--- src/rtl/ducq_nco_mixer_if.sv ---
`default_nettype none
// ============================================================================
//  Module      : ducq_nco_mixer_if
//  Description : Bundle of the Q-branch NCO/mixer control, sample, octant-ROM
//                and product signals. The slave modport is the mixer itself;
//                the master modport is everything around it (control, sample
//                source, both octant ROMs and the downstream combiner).
//  Revision    : 1.0  initial release
// ============================================================================
interface ducq_nco_mixer_if #(
    parameter int PH_W = 24,
    parameter int D_W  = 12
);
    logic [PH_W-1:0]       fcw;
    logic [11:0]           phase_ofs;
    logic                  nco_clr;
    logic                  in_valid;
    logic signed [D_W-1:0] in_data;
    logic [8:0]            rom_addr;
    logic [7:0]            sin_q;
    logic [7:0]            cos_q;
    logic                  out_valid;
    logic signed [D_W-1:0] out_data;

    modport master (
        output fcw, phase_ofs, nco_clr, in_valid, in_data, sin_q, cos_q,
        input  rom_addr, out_valid, out_data
    );

    modport slave (
        input  fcw, phase_ofs, nco_clr, in_valid, in_data, sin_q, cos_q,
        output rom_addr, out_valid, out_data
    );
endinterface
`default_nettype wire

--- src/rtl/ducq_nco_mixer.sv ---
`default_nettype none
// ============================================================================
//  Module      : ducq_nco_mixer
//  Description : Q-branch NCO and mixer. Accumulates phase, folds it into an
//                octant ROM address, rebuilds a signed sine from the sin/cos
//                octant ROM magnitudes and multiplies the Q sample by it.
//                Three-stage pipeline, fixed latency of 3 cycles.
//  Options     : DUCQ_NCO_DITHER_EN - adds 12-bit LFSR phase dither below
//                the 12 phase bits used for the ROM lookup.
//  Revision    : 1.0  initial release
// ============================================================================
module ducq_nco_mixer #(
    parameter int PH_W = 24,
    parameter int D_W  = 12
) (
    input  wire logic          clk,
    input  wire logic          rst,
    ducq_nco_mixer_if.slave    bus
);
    // Product width: D_W-bit sample times 9-bit signed sine.
    localparam int P_W = D_W + 9;

    // Phase accumulator.
    logic [PH_W-1:0]       acc_q, acc_d;
    // Stage 1: folded address, octant controls, sample.
    logic [8:0]            rom_addr_q, rom_addr_d;
    logic                  s1_cos_q, s1_cos_d;
    logic                  s1_neg_q, s1_neg_d;
    logic signed [D_W-1:0] s1_data_q, s1_data_d;
    logic                  s1_valid_q, s1_valid_d;
    // Stage 2: signed sine, sample.
    logic signed [8:0]     s2_s_q, s2_s_d;
    logic signed [D_W-1:0] s2_data_q, s2_data_d;
    logic                  s2_valid_q, s2_valid_d;
    // Stage 3: rounded product.
    logic signed [D_W-1:0] out_data_q, out_data_d;
    logic                  out_valid_q, out_valid_d;

    // Phase the current sample sees (zero when cleared in the same cycle).
    logic [PH_W-1:0]       acc_eff;
    logic [11:0]           ph;
    logic [2:0]            oct;
    logic [8:0]            a;
    logic [7:0]            mag;
    logic signed [P_W-1:0] prod;
    logic signed [P_W-1:0] rnd;

`ifdef DUCQ_NCO_DITHER_EN
    logic [11:0] lfsr_q, lfsr_d;
    logic [23:0] dith_sum;

    // Dither LFSR steps once per accepted sample; nco_clr leaves it alone.
    always_comb begin
        lfsr_d = lfsr_q;
        if (bus.in_valid) begin
            lfsr_d = {lfsr_q[10:0], lfsr_q[11] ^ lfsr_q[5] ^ lfsr_q[3] ^ lfsr_q[0]};
        end
    end

    // Dither register, seeded to a nonzero pattern.
    always_ff @(posedge clk or posedge rst) begin
        if (rst) lfsr_q <= 12'hACE;
        else     lfsr_q <= lfsr_d;
    end
`endif

    // Sample phase from the pre-update accumulator, then octant folding.
    always_comb begin
        acc_eff = bus.nco_clr ? '0 : acc_q;
`ifdef DUCQ_NCO_DITHER_EN
        dith_sum = acc_eff[PH_W-1 -: 24] + {12'd0, lfsr_q};
        ph       = dith_sum[23:12] + bus.phase_ofs;
`else
        ph       = acc_eff[PH_W-1 -: 12] + bus.phase_ofs;
`endif
        oct      = ph[11:9];
        a        = ph[8:0];
    end

    // Accumulator advance / clear.
    always_comb begin
        acc_d = acc_q;
        if (bus.nco_clr)       acc_d = bus.in_valid ? bus.fcw : '0;
        else if (bus.in_valid) acc_d = acc_q + bus.fcw;
    end

    // Stage 1: odd octants mirror the address; idle cycles hold the data.
    always_comb begin
        rom_addr_d = rom_addr_q;
        s1_cos_d   = s1_cos_q;
        s1_neg_d   = s1_neg_q;
        s1_data_d  = s1_data_q;
        s1_valid_d = bus.in_valid;
        if (bus.in_valid) begin
            rom_addr_d = oct[0] ? ~a : a;
            s1_cos_d   = oct[0] ^ oct[1];
            s1_neg_d   = oct[2];
            s1_data_d  = bus.in_data;
        end
    end

    // Stage 2: pick the ROM magnitude and apply the half-circle sign.
    always_comb begin
        mag        = s1_cos_q ? bus.cos_q : bus.sin_q;
        s2_s_d     = s2_s_q;
        s2_data_d  = s2_data_q;
        s2_valid_d = s1_valid_q;
        if (s1_valid_q) begin
            s2_s_d    = s1_neg_q ? -$signed({1'b0, mag}) : $signed({1'b0, mag});
            s2_data_d = s1_data_q;
        end
    end

    // Stage 3: multiply, round half-up, drop 8 fraction bits.
    always_comb begin
        prod        = P_W'(s2_data_q) * P_W'(s2_s_q);
        rnd         = prod + P_W'(128);
        out_data_d  = out_data_q;
        out_valid_d = s2_valid_q;
        if (s2_valid_q) out_data_d = rnd[D_W+7:8];
    end

    // All pipeline and NCO state.
    always_ff @(posedge clk or posedge rst) begin
        if (rst) begin
            acc_q       <= '0;
            rom_addr_q  <= '0;
            s1_cos_q    <= 1'b0;
            s1_neg_q    <= 1'b0;
            s1_data_q   <= '0;
            s1_valid_q  <= 1'b0;
            s2_s_q      <= '0;
            s2_data_q   <= '0;
            s2_valid_q  <= 1'b0;
            out_data_q  <= '0;
            out_valid_q <= 1'b0;
        end else begin
            acc_q       <= acc_d;
            rom_addr_q  <= rom_addr_d;
            s1_cos_q    <= s1_cos_d;
            s1_neg_q    <= s1_neg_d;
            s1_data_q   <= s1_data_d;
            s1_valid_q  <= s1_valid_d;
            s2_s_q      <= s2_s_d;
            s2_data_q   <= s2_data_d;
            s2_valid_q  <= s2_valid_d;
            out_data_q  <= out_data_d;
            out_valid_q <= out_valid_d;
        end
    end

    assign bus.rom_addr  = rom_addr_q;
    assign bus.out_valid = out_valid_q;
    assign bus.out_data  = out_data_q;

endmodule
`default_nettype wire

--- src/flat_wrapper.sv ---
// flat-port wrapper written by rule: the top's interface ports become plain ports
module ducq_nco_mixer_flat 
#(
    parameter int PH_W = 24,
    parameter int D_W  = 12
)
  (clk, rst, bus_fcw, bus_phase_ofs, bus_nco_clr, bus_in_valid, bus_in_data, bus_sin_q, bus_cos_q, bus_rom_addr, bus_out_valid, bus_out_data);
  ducq_nco_mixer_if #(.PH_W(PH_W), .D_W(D_W)) bus_i ();
  input  wire logic clk;
  input  wire logic rst;
  input wire logic [$bits(bus_i.fcw)-1:0] bus_fcw;
  input wire logic [$bits(bus_i.phase_ofs)-1:0] bus_phase_ofs;
  input wire logic [$bits(bus_i.nco_clr)-1:0] bus_nco_clr;
  input wire logic [$bits(bus_i.in_valid)-1:0] bus_in_valid;
  input wire logic [$bits(bus_i.in_data)-1:0] bus_in_data;
  input wire logic [$bits(bus_i.sin_q)-1:0] bus_sin_q;
  input wire logic [$bits(bus_i.cos_q)-1:0] bus_cos_q;
  output wire logic [$bits(bus_i.rom_addr)-1:0] bus_rom_addr;
  output wire logic [$bits(bus_i.out_valid)-1:0] bus_out_valid;
  output wire logic [$bits(bus_i.out_data)-1:0] bus_out_data;
  assign bus_i.fcw = bus_fcw;
  assign bus_i.phase_ofs = bus_phase_ofs;
  assign bus_i.nco_clr = bus_nco_clr;
  assign bus_i.in_valid = bus_in_valid;
  assign bus_i.in_data = bus_in_data;
  assign bus_i.sin_q = bus_sin_q;
  assign bus_i.cos_q = bus_cos_q;
  assign bus_rom_addr = bus_i.rom_addr;
  assign bus_out_valid = bus_i.out_valid;
  assign bus_out_data = bus_i.out_data;
  ducq_nco_mixer #(.PH_W(PH_W), .D_W(D_W)) u_core (.clk(clk), .rst(rst), .bus(bus_i));
endmodule
--- config.mk ---
export PLATFORM = sky130hd
export DESIGN_NAME = ducq_nco_mixer_flat
export DESIGN_NICKNAME = d
export VERILOG_FILES = /design/src/rtl/ducq_nco_mixer_if.sv /design/src/rtl/ducq_nco_mixer.sv /design/src/flat_wrapper.sv
export SDC_FILE = /design/constraint.sdc
export NUM_CORES = 1
export LEC_CHECK = 0
export BUFFER_PORTS_ARGS = -buffer_cell sky130_fd_sc_hd__buf_2
export CAP_MARGIN = 10
export CORE_ASPECT_RATIO = 1.2
export CORE_MARGIN = 2
export CORE_UTILIZATION = 40
export DETAILED_ROUTE_END_ITERATION = 10
export GPL_TIMING_DRIVEN = 0
export PLACE_DENSITY_LB_ADDON = 0.12
export SLEW_MARGIN = 20
export SYNTH_ARGS = -nofsm -noshare
export SYNTH_HDL_FRONTEND = slang
export SYNTH_SLANG_ARGS = --single-unit
--- constraint.sdc ---
create_clock -name clk -period 5.7 [get_ports clk]
set_input_delay 1.14 -clock clk [delete_from_list [all_inputs] [get_ports clk]]
set_output_delay 1.14 -clock clk [all_outputs]
set_load 0.02 [all_outputs]
# Yosys cells after proc, flatten, opt, wreduce, memory -nomap -nowiden
# Cells that the tools add are included.
# classes
add_sub_neg	4
n_mul	1
n_mux	7
n_bitwise	2
n_reduce_logical	1
# op_table
cell	n
24-bit 2-to-1 mux	4
24-bit adder	1
20-bit by 9-bit adder with 20-bit output, second input constant	1
12-bit by 9-bit multiplier with 20-bit output	1
9-bit 2-to-1 mux	2
12-bit adder	1
8-bit negator with 9-bit output	1
9-bit NOT	1
8-bit 2-to-1 mux	1
2-bit nonzero test	1
1-bit XOR	1
# totals
regBits	83
input_bits	68
out_inout_bits	22
word_cells	26

# Depth between registers and ports, before layout
# depth
depth_word	4
mapped_depth	22
mapped_depth_nobuf	21

# Worst setup path before layout
# Ideal clock, no wire load.
# synth_timing
kind	register -> register
from	register u_core.s2_s_q[2]
to	register u_core.out_data_q[11] (netlist: u_core.bus.out_data[11])
setup_time_ps	125
t_arrival_ps	5307
required_ps	5575
slack_ps	268
stages_incl_launch_ff	21
n_path_buf	1
synth_period_minus_slack_ps	5432
path_cell_list	dfrtp_1 -> clkbuf_1 -> nand2_1 -> fa_1 -> inv_1 -> fa_1 -> inv_1 -> fa_1 -> inv_1 -> fa_1 -> fa_1 -> ha_1 -> a21o_1 -> a21o_1 -> o211ai_2 -> a21oi_2 -> nor3_4 -> nor3_2 -> a2111oi_2 -> xnor2_1 -> mux2_4
# synth_via
elab_chain_cells	2
# synth_lines
item	line_no	text
start: declaration	ducq_nco_mixer.sv:32	logic signed [8:0] s2_s_q, s2_s_d;
start signal: assignment	ducq_nco_mixer.sv:144	s2_s_q <= s2_s_d;
12-bit by 9-bit multiplier with 20-bit output	ducq_nco_mixer.sv:116	prod = P_W'(s2_data_q) * P_W'(s2_s_q);
20-bit by 9-bit adder with 20-bit output	ducq_nco_mixer.sv:117	rnd = prod + P_W'(128);
end signal: assignment	ducq_nco_mixer.sv:147	out_data_q <= out_data_d;
end: declaration	ducq_nco_mixer.sv:36	logic signed [D_W-1:0] out_data_q, out_data_d;
# Every way passes these cells.
# A chain may end at the register's enable or synchronous reset.

# Worst setup path after layout
# layout_timing
from	register u_core.s2_s_q[4]
to	register u_core.out_data_q[11] (netlist: u_core.bus.out_data[11])
# Same word-level chain as after synthesis.

==> flow_summary.yaml <==
setup_path:
  crit_buf_inv: 3
  critical_path.cell_chain: "clkbuf_4 > and2_1 > fa_2 > fa_1 > inv_1 > fa_1 > inv_1 > fa_1 > fa_1 > ha_1 > a21o_1 > a21o_1 > o211ai_4 > a21oi_4 > nor3_4 > nor3_2 > a2111oi_2 > xnor2_1 > mux2_4"
  arrival_ps: 5720
  cp_max_fo: 10
  cp_slowest_stage_delay_ps: 540
  rr_worst_depth: 19
  path_class: "flip-flop to flip-flop"
  cp.required_ps: 5940
  slowest_stage: "fa_1"
  rrSetupSlack_ps: 220
  path_delay_family: "adder cells"
  startpoint_type: "flip-flop"
  worstReg2RegEnd: "u_core.bus.out_data[11]$_DFFE_PP0P_"
  endpoint_kind: "flip-flop"
  cp_common_cell: "fa_1"
  crit_start: "u_core.s2_s_q[4]$_DFFE_PP0P_"
  worstReg2RegStart: "u_core.s2_s_q[4]$_DFFE_PP0P_"
cts:
  cts_sinks: 83
  clk_path_buf_depth: 2
  cts-buffers-inserted: 9
  cts-root-buf: "clkbuf_16"
  cts_tree: "built"
  cts_hold_buf: 0
  htree_levels: 3
  insertion_delay_ps: 360
  path_clk_slew_ps: 70
routing:
  dr_total_vias: 6360
  firstDrtPassIters: 4
  viasPerCell: 5.020
  drt_iter0_markers: 183
  ant_nets: 0
  wl_per_cell_um: 15.74
  route.detailed.drc: 0
  routed_wl_um: 19940
logic_synthesis:
  synth_edf_count: 0
  synth_top_area_share_pct: 24.17
  synth_cell_types: 62
  synth_ff_type: "dfrtp_1"
  ys_top_cells_by_area: "dfrtp_1 24%, fa_1 21%, ha_1 10%"
  synth_warnings: 0
  synth_area_um2: 8593
  syn_inst: 891
  yosys_register_bits: 83
  synth.avg_cell_area_um2: 9.644
  async_reset_ff_share_pct: 100.0
  yosysSeqAreaShare_pct: 24.17
  yosysTopAreaCell: "dfrtp_1"
  synthTopCellsByCount: "94 x inv_1, 90 x fa_1, 89 x nand2_1"
  yosysMostFrequentCell: "inv_1"
  synth_nets: 1118
global_route:
  grt_max_degree: 68
  grt_use_total_pct: 18.79
  grt_overflow_total: 0
  antenna_found_initial: 2
  grt_pass1_vias: 6616
  grt_pass1_wl_um: 32710
final_layout:
  final_net_count: 1218
  syn_to_final_growth_pct: 14.50
  post_route_cells_drive_above_1_share_pct: 19.58
  n_fill_cell: 2092
  fin_cells: 1267
floorplanning:
  rows: 58
  coreArea_um2: 21050
  die_x_um: 137.8
  initial_utilization_pct: 40.83
  die_area_um2: 22680
  die_height_um: 164.6
  ios: 90
place:
  dp_hpwl_um: 16210
  dp_slack_ps: -367.8
  port_buffers: 89
  dp.cells: 1251
  globalplace.congestion: 0.8374
sta:
  setup_viol: 0
  whs_ps: 433.7
  skew_ps: 11.91
  final.setup.tns_ps: 0
  slew_headroom_pct: 38.85
  worst_slack_ps: 216.8
  fin_crit_sh_pct: 96.20
  rsz0062_at_grt: "false"
  fmax_mhz: 182.4
  finalHoldViolCount: 0
  finalCriticalPeriod_ps: 5483
  drv_slew: 0
  worstMarginPinSlew_ps: 917.2
hold_path:
  hold_class: "flip-flop to flip-flop"
  hold_path.startpoint: "u_core.s1_valid_q$_DFF_PP0_"
  min_to: "u_core.out_valid_d$_DFF_PP0_"
  min_path_cells: 0
run_status:
  outcome: "finished clean"
run:
  max_cap_violations: 0
cells by family (layout without fill, tap and decap cells):
group | Yosys count | in the layout | share of synthesized area (%)
AO/OA/AOI/OAI | 146 | 146 | 10.72
XOR/XNOR | 58 | 58 | 6.130
adder cells (fa/ha/maj) | 159 | 159 | 31.01
buffers and inverters | 133 | 238 | 5.810
flip-flops | 83 | 83 | 24.17
multiplexers | 57 | 57 | 7.295
other | 0 | 1 | 0
AND/OR/NAND/NOR | 255 | 255 | 14.87
timing repair:
item	4_1_cts	5_1_grt
setup endpoints to repair	5	2
gates cloned	0	0
setup buffers	0	14
pin swaps	2	7
gates resized for setup	8	15
routing by layer:
layer	track usage [%]	vias up	wire (um)
li1	-	3131	-
met3	2.732	28	652
met2	33.36	107	10070
met5	0	-	14
met1	23.23	3092	8695
met4	6.447	2	506
state kept, by name, summed over array words and instances (netlist names):
register              flops
u_core.s2_data_q         12
u_core.bus.out_data      12
u_core.bus.out_valid      1
u_core.s2_s_q             9
u_core.s1_neg_q           1
u_core.out_valid_d        1
u_core.s1_data_q         12
u_core.acc_q             24
u_core.s1_valid_q         1
u_core.s1_cos_q           1
u_core.bus.rom_addr       9
cell type report:
class	instances	area [um^2]	share of cell area, %
inverters	95	361.6	3.675
plain buffers	23	90.09	0.9156
repair buffers	104	590.6	6.002
multi-input cells	675	6052	61.51
diodes	1	2.502	0.02543
clock inverters	7	82.58	0.8393
flip-flops and latches	83	2097	21.31
clock buffers	9	225.2	2.289
well taps	270	337.8	3.433
through the flow:
step                      util, %  cell area (um^2)
after floorplan                 -              8593
after global placement      44.55              9376
after detailed placement    44.71              9409
after CTS                   46.00              9682
after global routing        46.74              9837
final                       46.75              9839
cell usage in the layout, fill, tap and decap left out, drive strengths merged, types with 5 or more instances in the layout:
cell / netlist / routed
inv: 94 / 97
o21ai: 47 / 47
nand2: 89 / 89
nor2: 44 / 44
fa: 90 / 90
nor3: 12 / 12
mux2: 42 / 42
a21o: 12 / 12
dfrtp: 83 / 83
nand2b: 7 / 7
nand3: 12 / 12
xor2: 14 / 14
mux2i: 15 / 15
nor2b: 20 / 20
clkbuf: 36 / 31
ha: 69 / 69
o211ai: 6 / 6
xnor2: 44 / 44
and2: 51 / 51
o31ai: 5 / 5
a21oi: 45 / 45
buf: 2 / 105
worst max-delay path by stage:
stage                                          endpoint  slack (ps)  depth (start not counted)
floorplan           u_core.bus.out_data[11]$_DFFE_PP0P_         270                         20
global placement    u_core.bus.out_data[11]$_DFFE_PP0P_        -310                         20
detailed placement  u_core.bus.out_data[11]$_DFFE_PP0P_        -370                         20
CTS                 u_core.bus.out_data[11]$_DFFE_PP0P_          40                         19
global route        u_core.bus.out_data[10]$_DFFE_PP0P_         0.6                         20
finish              u_core.bus.out_data[11]$_DFFE_PP0P_         220                         19
worst register-to-register path, cell delays in order (launching register included):
cell and delay [ps]:
dfrtp_1 400, clkbuf_4 200, and2_1 170, fa_2 360, fa_1 550, inv_1 50, fa_1 470, inv_1 50
fa_1 500, fa_1 490, ha_1 340, a21o_1 190, a21o_1 220, o211ai_4 260, a21oi_4 100, nor3_4 260
nor3_2 90, a2111oi_2 270, xnor2_1 130, mux2_4 260
Power is left out: the tool's default activity adds up to more than one toggle a clock period on the data nets, which glitch-free logic cannot reach.
